[src/rtl/fifo_parity_serializer_pkg.sv]
// Shared types and constants for the parity-framed serial transmitter.
// State encoding, parity selection values and frame-length helpers.
package fifo_ser_pkg;

  typedef enum logic [2:0] {
    IDLE   = 3'd0,
    FETCH  = 3'd1,
    START  = 3'd2,
    DATA   = 3'd3,
    PARITY = 3'd4,
    STOP   = 3'd5
  } state_t;

  localparam logic PARITY_EVEN = 1'b0;
  localparam logic PARITY_ODD  = 1'b1;

  localparam int DEFAULT_WIDTH = 8;
  // start + data + parity + stop
  localparam int FRAME_BITS = DEFAULT_WIDTH + 3;

  function automatic int frame_bits(input int width);
    return width + 3;
  endfunction

endpackage

[src/rtl/fifo_parity_serializer_if.sv]
// FIFO read port seen by the serializer: empty flag, read data and pop strobe.
// Read data is valid the cycle after a pop strobe.
interface fifo_parity_serializer_if #(
  parameter int WIDTH = 8
);
  logic             fifo_empty;
  logic [WIDTH-1:0] fifo_dout;
  logic             fifo_rd_en;

  modport master (input fifo_empty, input fifo_dout, output fifo_rd_en);
  modport slave  (output fifo_empty, output fifo_dout, input fifo_rd_en);
endinterface

[src/rtl/fifo_parity_serializer_bit_timer.sv]
// Baud counter: counts 0..CLKS_PER_BIT-1, bit_end flags the last cycle of a bit.
// restart holds the count at zero so the next bit starts on a clean boundary.
module ser_bit_timer #(
  parameter int CLKS_PER_BIT = 4
) (
  input  logic clk,
  input  logic reset_n,
  input  logic restart,
  output logic bit_end
);
  localparam int CW = (CLKS_PER_BIT > 1) ? $clog2(CLKS_PER_BIT) : 1;
  localparam logic [CW-1:0] LAST = CW'(CLKS_PER_BIT - 1);

  logic [CW-1:0] cnt;

  assign bit_end = (cnt == LAST);

  always_ff @(posedge clk or negedge reset_n) begin
    if (!reset_n) begin
      cnt <= '0;
    end else if (restart || bit_end) begin
      cnt <= '0;
    end else begin
      cnt <= cnt + 1'b1;
    end
  end
endmodule

[src/rtl/fifo_parity_serializer.sv]
// Pops words from a FIFO and sends start, data LSB-first, parity and stop on tx.
// One word per frame; a started frame always completes unless reset aborts it.
module fifo_parity_serializer
  import fifo_ser_pkg::*;
#(
  parameter int WIDTH        = 8,
  parameter int CLKS_PER_BIT = 4
) (
  input  logic                     clk,
  input  logic                     reset_n,
  input  logic                     en,
  input  logic                     parity_odd,
  fifo_parity_serializer_if.master fifo,
  output logic                     tx,
  output logic                     busy,
  output logic                     frame_done
);
  localparam int IDXW = (WIDTH > 1) ? $clog2(WIDTH) : 1;
  localparam logic [IDXW-1:0] LAST_IDX = IDXW'(WIDTH - 1);

  state_t           state;
  logic [WIDTH-1:0] shift;
  logic [WIDTH-1:0] shift_nxt;
  logic [IDXW-1:0]  bit_idx;
  logic             par;
  logic             bit_end;
  logic             restart;

  // Gating with reset_n keeps the pop strobe quiet while reset is held.
  assign fifo.fifo_rd_en = reset_n && (state == IDLE) && en && !fifo.fifo_empty;
  assign busy            = (state != IDLE) || fifo.fifo_rd_en;
  assign frame_done      = (state == STOP) && bit_end;
  assign restart         = (state == IDLE) || (state == FETCH);
  assign shift_nxt       = shift >> 1;

  ser_bit_timer #(.CLKS_PER_BIT(CLKS_PER_BIT)) u_timer (
    .clk     (clk),
    .reset_n (reset_n),
    .restart (restart),
    .bit_end (bit_end)
  );

  always_ff @(posedge clk or negedge reset_n) begin
    if (!reset_n) begin
      state   <= IDLE;
      tx      <= 1'b1;
      shift   <= '0;
      bit_idx <= '0;
      par     <= 1'b0;
    end else begin
      case (state)
        IDLE: begin
          if (fifo.fifo_rd_en) state <= FETCH;
        end
        FETCH: begin
          // parity_odd is captured here so later changes cannot touch this frame
          shift   <= fifo.fifo_dout;
          par     <= (^fifo.fifo_dout) ^ parity_odd;
          tx      <= 1'b0;
          bit_idx <= '0;
          state   <= START;
        end
        START: begin
          if (bit_end) begin
            tx      <= shift[0];
            bit_idx <= '0;
            state   <= DATA;
          end
        end
        DATA: begin
          if (bit_end) begin
            if (bit_idx == LAST_IDX) begin
              tx    <= par;
              state <= PARITY;
            end else begin
              shift   <= shift_nxt;
              tx      <= shift_nxt[0];
              bit_idx <= bit_idx + 1'b1;
            end
          end
        end
        PARITY: begin
          if (bit_end) begin
            tx    <= 1'b1;
            state <= STOP;
          end
        end
        STOP: begin
          if (bit_end) state <= IDLE;
        end
        default: begin
          tx    <= 1'b1;
          state <= IDLE;
        end
      endcase
    end
  end
endmodule

[src/flat_wrapper.sv]
// flat-port wrapper written by rule: the top's interface ports become plain ports
module fifo_parity_serializer_flat import fifo_ser_pkg::*;
#(
  parameter int WIDTH        = 8,
  parameter int CLKS_PER_BIT = 4
)
  (clk, reset_n, en, parity_odd, tx, busy, frame_done, fifo_fifo_empty, fifo_fifo_dout, fifo_fifo_rd_en);
  fifo_parity_serializer_if #(.WIDTH(WIDTH)) fifo_i ();
  input  logic clk;
  input  logic reset_n;
  input  logic en;
  input  logic parity_odd;
  output logic tx;
  output logic busy;
  output logic frame_done;
  input wire logic [$bits(fifo_i.fifo_empty)-1:0] fifo_fifo_empty;
  input wire logic [$bits(fifo_i.fifo_dout)-1:0] fifo_fifo_dout;
  output wire logic [$bits(fifo_i.fifo_rd_en)-1:0] fifo_fifo_rd_en;
  assign fifo_i.fifo_empty = fifo_fifo_empty;
  assign fifo_i.fifo_dout = fifo_fifo_dout;
  assign fifo_fifo_rd_en = fifo_i.fifo_rd_en;
  fifo_parity_serializer #(.WIDTH(WIDTH), .CLKS_PER_BIT(CLKS_PER_BIT)) u_core (.clk(clk), .reset_n(reset_n), .en(en), .parity_odd(parity_odd), .fifo(fifo_i), .tx(tx), .busy(busy), .frame_done(frame_done));
endmodule
[config.mk]
export PLATFORM = sky130hd
export DESIGN_NAME = fifo_parity_serializer_flat
export DESIGN_NICKNAME = d
export VERILOG_FILES = /design/src/rtl/fifo_parity_serializer_pkg.sv /design/src/rtl/fifo_parity_serializer_if.sv /design/src/rtl/fifo_parity_serializer_bit_timer.sv /design/src/rtl/fifo_parity_serializer.sv /design/src/flat_wrapper.sv
export SDC_FILE = /design/constraint.sdc
export NUM_CORES = 1
export LEC_CHECK = 0
export CORE_AREA = 5 5 62 64
export CTS_CLUSTER_SIZE = 16
export DETAILED_ROUTE_END_ITERATION = 8
export DIE_AREA = 0 0 67 69
export MAX_ROUTING_LAYER = met4
export PLACE_DENSITY = 0.57
export SETUP_SLACK_MARGIN = 0.5
export SYNTH_ARGS = -nofsm -noshare
export SYNTH_HDL_FRONTEND = slang
export SYNTH_SLANG_ARGS = --single-unit
[constraint.sdc]
create_clock -name clk -period 1.6 [get_ports clk]
set_clock_uncertainty 0.1 [all_clocks]
set_input_delay 0.48 -clock clk [delete_from_list [all_inputs] [get_ports clk]]
set_output_delay 0.48 -clock clk [all_outputs]
set_load 0.01 [all_outputs]
==> results.sh, run 1 <==
export IMPL_reg2reg_from="u_core.state[0]$_DFFE_PN0P_"
export IMPL_end_kind="output port"
export IMPL_synth_mux_area_share_pct=9.931
export IMPL_area_delta_synth_final_pct=60.51
export IMPL_final_cell_area_sq_um=1739
export IMPL_failed_checks="setup timing"
export IMPL_max_freq_mhz=536.0
export IMPL_setup_tns_ns=-1.736
export IMPL_yosys_area_share_simple_pct=15.13
export IMPL_wire_per_inst_microns=13.13
export IMPL_numClockSinks=18
export IMPL_ys_warn_count=0
export IMPL_grt_ovfl_total=0
export IMPL_grt_pass1_wl_microns=4360
export IMPL_crit_required_ns=1.02
export IMPL_rsz0062_at_grt="true"
export IMPL_vias_per_cell=4.577
export IMPL_worstPathMaxFanout=2
export IMPL_design_die_area_sq_um=4623
export IMPL_holdWs_ns=0.1747
export IMPL_drt_iter0_markers=29
export IMPL_grt_total_usage_pct=12.63
export IMPL_synth_edf_count=0
export IMPL_synthCells=106
export IMPL_cellPowerDensity_nw_per_um2=730.6
export IMPL_die_h_microns=69
export IMPL_rows=21
export IMPL_syn_area_sq_um=1084
export IMPL_internal_power_mw=0.8969
export IMPL_cp_arrival_ns=1.29
export IMPL_power_frac_clock_pct=22.6
export IMPL_crit_path_start="u_core.state[2]$_DFFE_PN0P_"
export IMPL_period_share_pct=116.6
export IMPL_drc_errors=0
export IMPL_htreeDepth=1
export IMPL_critPathTopFamily="flip-flops"
export IMPL_grt_antenna_before_repair=0
export IMPL_cp_slowest_cell="dfrtp_1"
export IMPL_synthAdderAreaFrac_pct=3.464
export IMPL_tightest_slew_ns=0.2352
export IMPL_synth_compound_area_share_pct=15.70
export IMPL_numPortBuffers=16
export IMPL_cp_slowest_stage_delay_ns=0.43
export IMPL_cap_violations=0
export IMPL_slew_headroom_pct=84.32
export IMPL_layout_setup_ws_ns=-0.2658
export IMPL_drive_above_1_share_pct=53.38
export IMPL_final_antenna_net_count=0
export IMPL_insertedDiodeCount=0
export IMPL_hold_viol=0
export IMPL_dpl_cell_area_sq_um=1480
export IMPL_clkTransAtPathRegs_ns=0.11
export IMPL_grt_start_max_net_pins=19
export IMPL_die_w_microns=67
export IMPL_syn_area_per_cell_sq_um=10.22
export IMPL_synth_distinct_cells=38
export IMPL_period_minus_slack_ns=1.866
export IMPL_synth_top_family_by_area="compound AO/OA/AOI/OAI gates"
export IMPL_finalSetupViolCount=15
export IMPL_async_flop_share_pct=100.0
export IMPL_final_cell_mix="20 x buf_4, 16 x dfrtp_1, 9 x a21oi_2"
export IMPL_hold_class="input pin to async pin"
export IMPL_dp_final_hpwl_microns=1654
export IMPL_synthXorXnorAreaFrac_pct=8.545
export IMPL_p_sw_mw=0.3739
export IMPL_status="complete, but fails checks"
export IMPL_clk_latency_ns=0.30
export IMPL_crit_path_cell_trace="nor3_4 -> buf_4 -> nor2b_4 -> buf_6"
export IMPL_critPathKind="flop to output port"
export IMPL_syn_nets=122
export IMPL_wirelength_microns=2548
export IMPL_initial_core_util_pct=33.53
export IMPL_numCtsBuffers=3
export IMPL_switching_share_pct=29.42
export IMPL_final_nets=165
export IMPL_synth_seq_area_share_pct=41.69
export IMPL_ys_seq_elements=18
export IMPL_power_leakage_nw=0.7854
export IMPL_first_pass_iters=4
export IMPL_ctsHoldBuffers=0
export IMPL_path_buf_inv=2
export IMPL_irDropWorstVdd_v=0.0005584
export IMPL_layout_commonest_cell="buf_4"
export IMPL_design_core_area_sq_um=3232
export IMPL_gp_congestion=0.7535
export IMPL_startpoint_type="flop"
export IMPL_place_ws_ns=-0.8154
export IMPL_synth_flop_cell="dfrtp_1"
export IMPL_cts_tree="yes"
export IMPL_first_global_vias=957
export IMPL_finalMaxSlewViolations=0
export IMPL_via_count=888
export IMPL_pwr_share_comb_pct=34.5
export IMPL_seqPwrFrac_pct=42.9
export IMPL_cts_root_buf="clkbuf_4"
export IMPL_clockBufferDepth=2
export IMPL_io_pins=17
## routing by layer
metal | track usage (%) | vias up | part of all wire [%]
met5 | - | - | 0
met4 | 2.252 | 0 | 0.67
met3 | 4.058 | 2 | 3.6
met2 | 21.40 | 11 | 51
met1 | 14.52 | 416 | 44
li1 | - | 459 | -
## timing repair
action                     in CTS  in global routing
setup endpoints to repair      22                 22
setup buffers                   9                  4
pin swaps                      16                  5
resized for setup              54                  8
## worst paths after layout
kind	to	slack (ns)	cells past startpoint
max reg2reg	u_core.bit_idx[2]$_DFFE_PN0P_	-0.14	6
max in group asynchronous	u_core.tx$_DFFE_PN1P_	0.95	2
max	fifo_fifo_rd_en	-0.27	4
min	u_core.state[1]$_DFFE_PN0P_	0.17	2
min in group clk	u_core.u_timer.cnt[0]$_DFF_PN0_	0.34	1
min reg2reg	u_core.u_timer.cnt[0]$_DFF_PN0_	0.34	1
## logic make-up after synthesis
group,after synthesis
buf+inv,10
mux,10
flops,18
xor+xnor,9
fa+ha+maj,3
simple gates,33
compound gates,23
## Yosys cell counts, drive strengths merged, types with 3 or more instances
master / count / area share [%]
o21ai: 3 / 1.4
nor2: 10 / 3.5
ha: 3 / 3.5
xnor2: 6 / 4.8
inv: 4 / 1.4
nand2: 9 / 3.3
a21oi: 9 / 4.8
dfrtp: 17 / 39
mux2: 3 / 3.5
mux2i: 7 / 6.5
buf: 6 / 4.2
## cell type report
class | count | area, sq um
Tap cell | 46 | 57.56
Inverter | 4 | 15.01
Multi-Input combinational cell | 78 | 763.2
Clock buffer | 4 | 36.28
Sequential cell | 18 | 452.9
Timing Repair Buffer | 44 | 414.1
Fill cell | 294 | 1493
## worst register-to-register path: cells and delay by family, from the launching register on
family                 cells  cell delay (ns)
and+or+nand+nor            2             0.41
buffers and inverters      3             0.45
DFF                        1             0.43
muxes                      1             0.25
## power by group through the flow
stage / Sequential (mW) / Clock [mW] / Combinational [mW]
final: 0.545 / 0.287 / 0.439
after global routing: 0.551 / 0.314 / 0.486
after CTS: 0.544 / 0.294 / 0.428
after detailed placement: 0.553 / 0 / 0.362
after global placement: 0.552 / 0 / 0.356
after floorplan: 0.545 / 0 / 0.249
## state kept, by name, indices dropped and copies added (netlist names)
signal and count:
u_core.u_timer.cnt 2, u_core.shift 8, u_core.par 1, u_core.state 3
u_core.bit_idx 3, u_core.tx 1
## through the flow
stage               power (mW)  util [%]  std cells
global placement        0.9071     45.80        177
floorplan               0.7947         -        106
finish                   1.271     53.81        194
CTS                      1.265     51.76        190
global route             1.351     53.81        194
detailed placement      0.9147     45.80        177
Power figures use the tool's default switching activity.
==> run 2: changes to the inputs <==
--- a/config.mk
+++ b/config.mk
@@ -9,9 +9,10 @@
 export CTS_CLUSTER_SIZE = 16
 export DETAILED_ROUTE_END_ITERATION = 8
 export DIE_AREA = 0 0 67 69
+export HOLD_SLACK_MARGIN = 0.05
 export MAX_ROUTING_LAYER = met4
-export PLACE_DENSITY = 0.57
-export SETUP_SLACK_MARGIN = 0.5
+export PLACE_DENSITY = 0.55
+export SETUP_SLACK_MARGIN = 0.4
 export SYNTH_ARGS = -nofsm -noshare
 export SYNTH_HDL_FRONTEND = slang
 export SYNTH_SLANG_ARGS = --single-unit
==> constraint.sdc (replaced) <==
create_clock -name clk -period 1.93 [get_ports clk]
set_clock_uncertainty 0.1 [all_clocks]
set_input_delay 0.579 -clock clk [delete_from_list [all_inputs] [get_ports clk]]
set_output_delay 0.579 -clock clk [all_outputs]
set_load 0.01 [all_outputs]
==> results.sh, run 2 (same netlist as run 1, synthesis figures left out) <==
export IMPL_final_cell_mix="17 x buf_4, 15 x dfrtp_1, 8 x a21oi_2"
export IMPL_dp_final_hpwl_microns=1589
export IMPL_die_w_microns=67
export IMPL_final_cell_area_sq_um=1678
export IMPL_grt_start_max_net_pins=19
export IMPL_area_delta_synth_final_pct=54.85
export IMPL_cap_violations=0
export IMPL_top_register="u_core.shift"
export IMPL_slew_headroom_pct=81.57
export IMPL_max_freq_mhz=528.3
export IMPL_cp_slowest_cell="dfrtp_2"
export IMPL_cp_arrival_ns=1.21
export IMPL_switching_share_pct=29.61
export IMPL_cts_root_buf="clkbuf_4"
export IMPL_reg2reg_from="u_core.state[2]$_DFFE_PN0P_"
export IMPL_gp_congestion=0.7485
export IMPL_layout_commonest_cell="buf_4"
export IMPL_cellPowerDensity_nw_per_um2=614.5
export IMPL_period_minus_slack_ns=1.893
export IMPL_final_antenna_net_count=0
export IMPL_htreeDepth=1
export IMPL_clkTransAtPathRegs_ns=0.10
export IMPL_seqPwrFrac_pct=44.8
export IMPL_insertedDiodeCount=0
export IMPL_tightest_slew_ns=0.2759
export IMPL_vias_per_cell=4.672
export IMPL_total_power_mw=1.031
export IMPL_hold_class="input pin to async pin"
export IMPL_wire_per_inst_microns=12.37
export IMPL_first_global_vias=927
export IMPL_initial_core_util_pct=33.53
export IMPL_crit_required_ns=1.25
export IMPL_internal_power_mw=0.7258
export IMPL_design_core_area_sq_um=3232
export IMPL_ctsHoldBuffers=0
export IMPL_power_leakage_nw=0.7759
export IMPL_power_frac_clock_pct=22.4
export IMPL_holdWs_ns=0.1372
export IMPL_cts_tree="yes"
export IMPL_period_share_pct=98.08
export IMPL_p_sw_mw=0.3054
export IMPL_status="complete, no violations"
export IMPL_layout_setup_ws_ns=0.03712
export IMPL_io_pins=17
export IMPL_cp_slowest_stage_delay_ns=0.44
export IMPL_path_buf_inv=1
export IMPL_grt_antenna_before_repair=0
export IMPL_fillers=306
export IMPL_critPathTopFamily="flip-flops"
export IMPL_first_pass_iters=2
export IMPL_via_count=883
export IMPL_numCtsBuffers=3
export IMPL_pwr_share_comb_pct=32.8
export IMPL_die_h_microns=69
export IMPL_numClockSinks=18
export IMPL_design_die_area_sq_um=4623
export IMPL_rrSetupSlack_ns=0.22
export IMPL_finalSetupViolCount=0
export IMPL_irDropWorstVdd_v=0.0003650
export IMPL_hold_viol=0
export IMPL_final_nets=160
export IMPL_end_kind="output port"
export IMPL_dpl_cell_area_sq_um=1424
export IMPL_finalMaxSlewViolations=0
export IMPL_critPathKind="flop to output port"
export IMPL_drc_errors=0
export IMPL_place_ws_ns=-0.6497
export IMPL_numPortBuffers=16
export IMPL_rsz0062_at_grt="true"
export IMPL_drive_above_1_share_pct=58.04
export IMPL_grt_ovfl_total=0
export IMPL_timing_rr_end="u_core.shift[2]$_DFFE_PN0P_"
export IMPL_largest_register_ffs=8
export IMPL_crit_path_cell_trace="nor3_4 -> nor2b_4 -> buf_6"
export IMPL_drt_iter0_markers=27
export IMPL_wirelength_microns=2337
export IMPL_worstPathMaxFanout=3
export IMPL_grt_pass1_wl_microns=4008
export IMPL_rows=21
export IMPL_largest_registers="u_core.shift x8, u_core.bit_idx x3, u_core.state x3"
export IMPL_startpoint_type="flop"
export IMPL_reg2reg_depth=7
export IMPL_clk_latency_ns=0.29
export IMPL_grt_total_usage_pct=11.01
export IMPL_clockBufferDepth=2
==> run 2: cell types whose count changed in the layout (fill, tap and decap cells not counted), sizes merged <==
cell           previous run  this run
dlygate4sd2               8         2
clkdlybuf4s50             3         1
buf                      32        30
clkdlybuf4s15             1         2
clkbuf                    4         8
==> run 2: worst reg2reg max path, stage by stage (launching register included) <==
cell and delay (ns):
dfrtp_1 0.44, buf_6 0.14, buf_8 0.12, and2b_4 0.30, a21boi_4 0.21, buf_12 0.20
nor2_4 0.04, a21oi_2 0.09
==> run 2: worst max-delay path by stage <==
| stage | startpoint | end | slack [ns] | depth (start not counted) |
|---|---|---|---|---|
| 6_report | u_core.state[0]$_DFFE_PN0P_ | fifo_fifo_rd_en | 0.04 | 3 |
| 3_5_place_dp | fifo_fifo_empty | fifo_fifo_rd_en | -0.65 | 4 |
| 5_1_grt | u_core.u_timer.cnt[0]$_DFF_PN0_ | frame_done | -0.06 | 4 |
| 2_1_floorplan | u_core.state[1]$_DFFE_PN0P_ | fifo_fifo_rd_en | 0.28 | 4 |
| 3_3_place_gp | reset_n | fifo_fifo_rd_en | -0.63 | 4 |
| 4_1_cts | u_core.u_timer.cnt[0]$_DFF_PN0_ | frame_done | 0.02 | 4 |
==> run 2: metrics by stage <==
step / std cells / util [%] / TNS [ns]
6_report: 189 / 51.92 / 0
5_1_grt: 189 / 51.92 / -0.08777
4_1_cts: 183 / 47.77 / 0
3_5_place_dp: 172 / 44.06 / -1.484
3_3_place_gp: 172 / 44.06 / -1.414
2_1_floorplan: 106 / - / 0
==> run 2: repair_timing <==
item	in CTS	in global routing
setup buffers	7	6
pin swaps	17	11
hold endpoints to repair	0	0
gates resized for setup	54	33
setup endpoints to repair	18	17
==> run 2: layer usage <==
layer | share of wire (%) | global-route usage (%)
met1 | 44 | 13.71
met2 | 51 | 17.79
met3 | 4.5 | 2.110
met4 | 0.56 | 3.378
met5 | 0 | -
==> run 2: cell type report <==
class | instances | area (sq um) | share of cell area (%)
sequential | 18 | 454.2 | 27.07
tap | 46 | 57.56 | 3.430
inverter | 4 | 15.01 | 0.8949
timing repair buffer | 39 | 330.3 | 19.69
clock buffer | 4 | 36.28 | 2.163
multi-input combinational | 78 | 784.5 | 46.76
==> run 2: power by group through the flow <==
stage               clock (mW)  sequential [mW]  combinational [mW]
floorplan                    0            0.450               0.198
global placement             0            0.458               0.263
detailed placement           0            0.459               0.269
CTS                      0.243            0.453               0.295
global route             0.261            0.468               0.374
finish                   0.231            0.462               0.338
==> run 3: changes to the inputs <==
--- a/config.mk
+++ b/config.mk
@@ -5,13 +5,14 @@
 export SDC_FILE = /design/constraint.sdc
 export NUM_CORES = 1
 export LEC_CHECK = 0
-export CORE_AREA = 5 5 62 64
+export CORE_AREA = 5 5 53 55
 export CTS_CLUSTER_SIZE = 16
 export DETAILED_ROUTE_END_ITERATION = 8
-export DIE_AREA = 0 0 67 69
+export DIE_AREA = 0 0 58 60
+export DONT_BUFFER_PORTS = 1
 export HOLD_SLACK_MARGIN = 0.05
 export MAX_ROUTING_LAYER = met4
-export PLACE_DENSITY = 0.55
+export PLACE_DENSITY = 0.63
 export SETUP_SLACK_MARGIN = 0.4
 export SYNTH_ARGS = -nofsm -noshare
 export SYNTH_HDL_FRONTEND = slang
==> results.sh, run 3 (same netlist as run 1, synthesis figures left out) <==
export IMPL_startpoint_type="flop"
export IMPL_timing_rr_end="u_core.shift[4]$_DFFE_PN0P_"
export IMPL_period_share_pct=95.72
export IMPL_status="complete, no violations"
export IMPL_cellPowerDensity_nw_per_um2=629.9
export IMPL_clk_latency_ns=0.30
export IMPL_cts_tree="yes"
export IMPL_grt_start_max_net_pins=19
export IMPL_finalMaxSlewViolations=0
export IMPL_drive_above_1_share_pct=62.41
export IMPL_cts_root_buf="clkbuf_4"
export IMPL_via_count=899
export IMPL_rsz0062_at_grt="true"
export IMPL_vias_per_cell=5.515
export IMPL_drt_iter0_markers=21
export IMPL_dp_final_hpwl_microns=1465
export IMPL_htreeDepth=1
export IMPL_insertedDiodeCount=0
export IMPL_design_die_area_sq_um=3480
export IMPL_layout_commonest_cell="dfrtp_1"
export IMPL_first_pass_iters=4
export IMPL_end_kind="output port"
export IMPL_power_leakage_nw=0.7770
export IMPL_slew_headroom_pct=40.59
export IMPL_drc_errors=0
export IMPL_rows=18
export IMPL_crit_path_start="u_core.u_timer.cnt[1]$_DFF_PN0_"
export IMPL_wirelength_microns=2877
export IMPL_setup_tns_ns=0
export IMPL_numCtsBuffers=3
export IMPL_grt_total_usage_pct=18.87
export IMPL_hold_class="input pin to async pin"
export IMPL_grt_pass1_wl_microns=4712
export IMPL_total_power_mw=1.101
export IMPL_largest_register_ffs=8
export IMPL_max_freq_mhz=541.3
export IMPL_die_w_microns=58
export IMPL_gp_congestion=0.7282
export IMPL_clkTransAtPathRegs_ns=0.12
export IMPL_clockBufferDepth=2
export IMPL_die_h_microns=60
export IMPL_irDropWorstVdd_v=0.0004068
export IMPL_finalSetupViolCount=0
export IMPL_rrSetupSlack_ns=0.12
export IMPL_final_antenna_net_count=0
export IMPL_worstPathMaxFanout=2
export IMPL_cp_arrival_ns=1.17
export IMPL_area_delta_synth_final_pct=61.32
export IMPL_grt_ovfl_total=0
export IMPL_numClockSinks=18
export IMPL_tightest_slew_ns=0.8912
export IMPL_largest_registers="u_core.shift x8, u_core.bit_idx x3, u_core.state x3"
export IMPL_initial_core_util_pct=46.26
export IMPL_reg2reg_depth=8
export IMPL_hold_viol=0
export IMPL_final_cell_mix="14 x dfrtp_1, 12 x buf_6, 10 x buf_4"
export IMPL_period_minus_slack_ns=1.847
export IMPL_top_register="u_core.shift"
export IMPL_cap_violations=0
export IMPL_grt_antenna_before_repair=0
export IMPL_io_pins=17
export IMPL_reg2reg_from="u_core.state[2]$_DFFE_PN0P_"
export IMPL_numPortBuffers=0
export IMPL_wire_per_inst_microns=17.65
export IMPL_final_nets=150
export IMPL_crit_required_ns=1.25
export IMPL_critPathKind="flop to output port"
export IMPL_first_global_vias=992
export IMPL_design_core_area_sq_um=2342
## run 3: worst max-delay path by stage
stage               slack (ns)  depth (start not counted)                             to
floorplan                 0.28                          4                fifo_fifo_rd_en
global placement          0.23                          6          u_core.tx$_DFFE_PN1P_
detailed placement        0.20                          6  u_core.bit_idx[2]$_DFFE_PN0P_
CTS                        0.1                          3                     frame_done
global route              0.01                          3                     frame_done
finish                    0.08                          3                     frame_done
## run 3: routing by layer
| metal | track usage [%] | vias to the layer above | routed length (microns) |
|---|---|---|---|
| met5 | - | - | 0 |
| met4 | 11.59 | 0 | 114 |
| met3 | 4.536 | 8 | 140 |
| met2 | 29.68 | 25 | 1487 |
| met1 | 21.76 | 437 | 1134 |
| li1 | - | 429 | - |
## run 3: metrics by stage
step	cells	setup WS (ns)	utilization [%]	hold slack, ns	area (sq um)
after floorplan	106	0.2754	-	0.1834	1180
after detailed placement	133	0.1974	50.85	0.1840	1191
after global placement	133	0.2332	50.85	0.1839	1191
after global routing	163	0.01061	74.63	0.3375	1748
final	163	0.08253	74.63	0.3601	1748
after CTS	156	0.09532	66.99	0.3298	1569
## run 3: what timing repair did
item | in CTS | in global routing
buffers inserted | 17 | 7
gates cloned | 1 | 0
pin swaps | 8 | 10
resized for setup | 35 | 28
hold buffers | 1 | 0
hold endpoints to repair | 18 | 0
setup endpoints to repair | 16 | 35
## run 3: where the power goes
part,internal (mW),total (mW),leakage (nW),switching [mW]
Sequential,0.421,0.464,0.221,0.0435
Clock,0.115,0.239,0.0210,0.124
Combinational,0.227,0.398,0.535,0.171
Total,0.763,1.10,0.777,0.338
## run 3: layout make-up
| cell class | count | area [sq um] |
|---|---|---|
| fillers | 153 | 594.3 |
| repair buffers | 29 | 345.3 |
| multi-input cells | 78 | 858.3 |
| well taps | 30 | 37.54 |
| inverters | 4 | 15.01 |
| clock buffers | 4 | 36.28 |
| flip-flops and latches | 18 | 455.4 |
## run 3: critical path, stage by stage, from the launching register on
cell and delay [ns]:
dfrtp_1 0.41, ha_4 0.18, nand2_4 0.07, nor3b_4 0.23
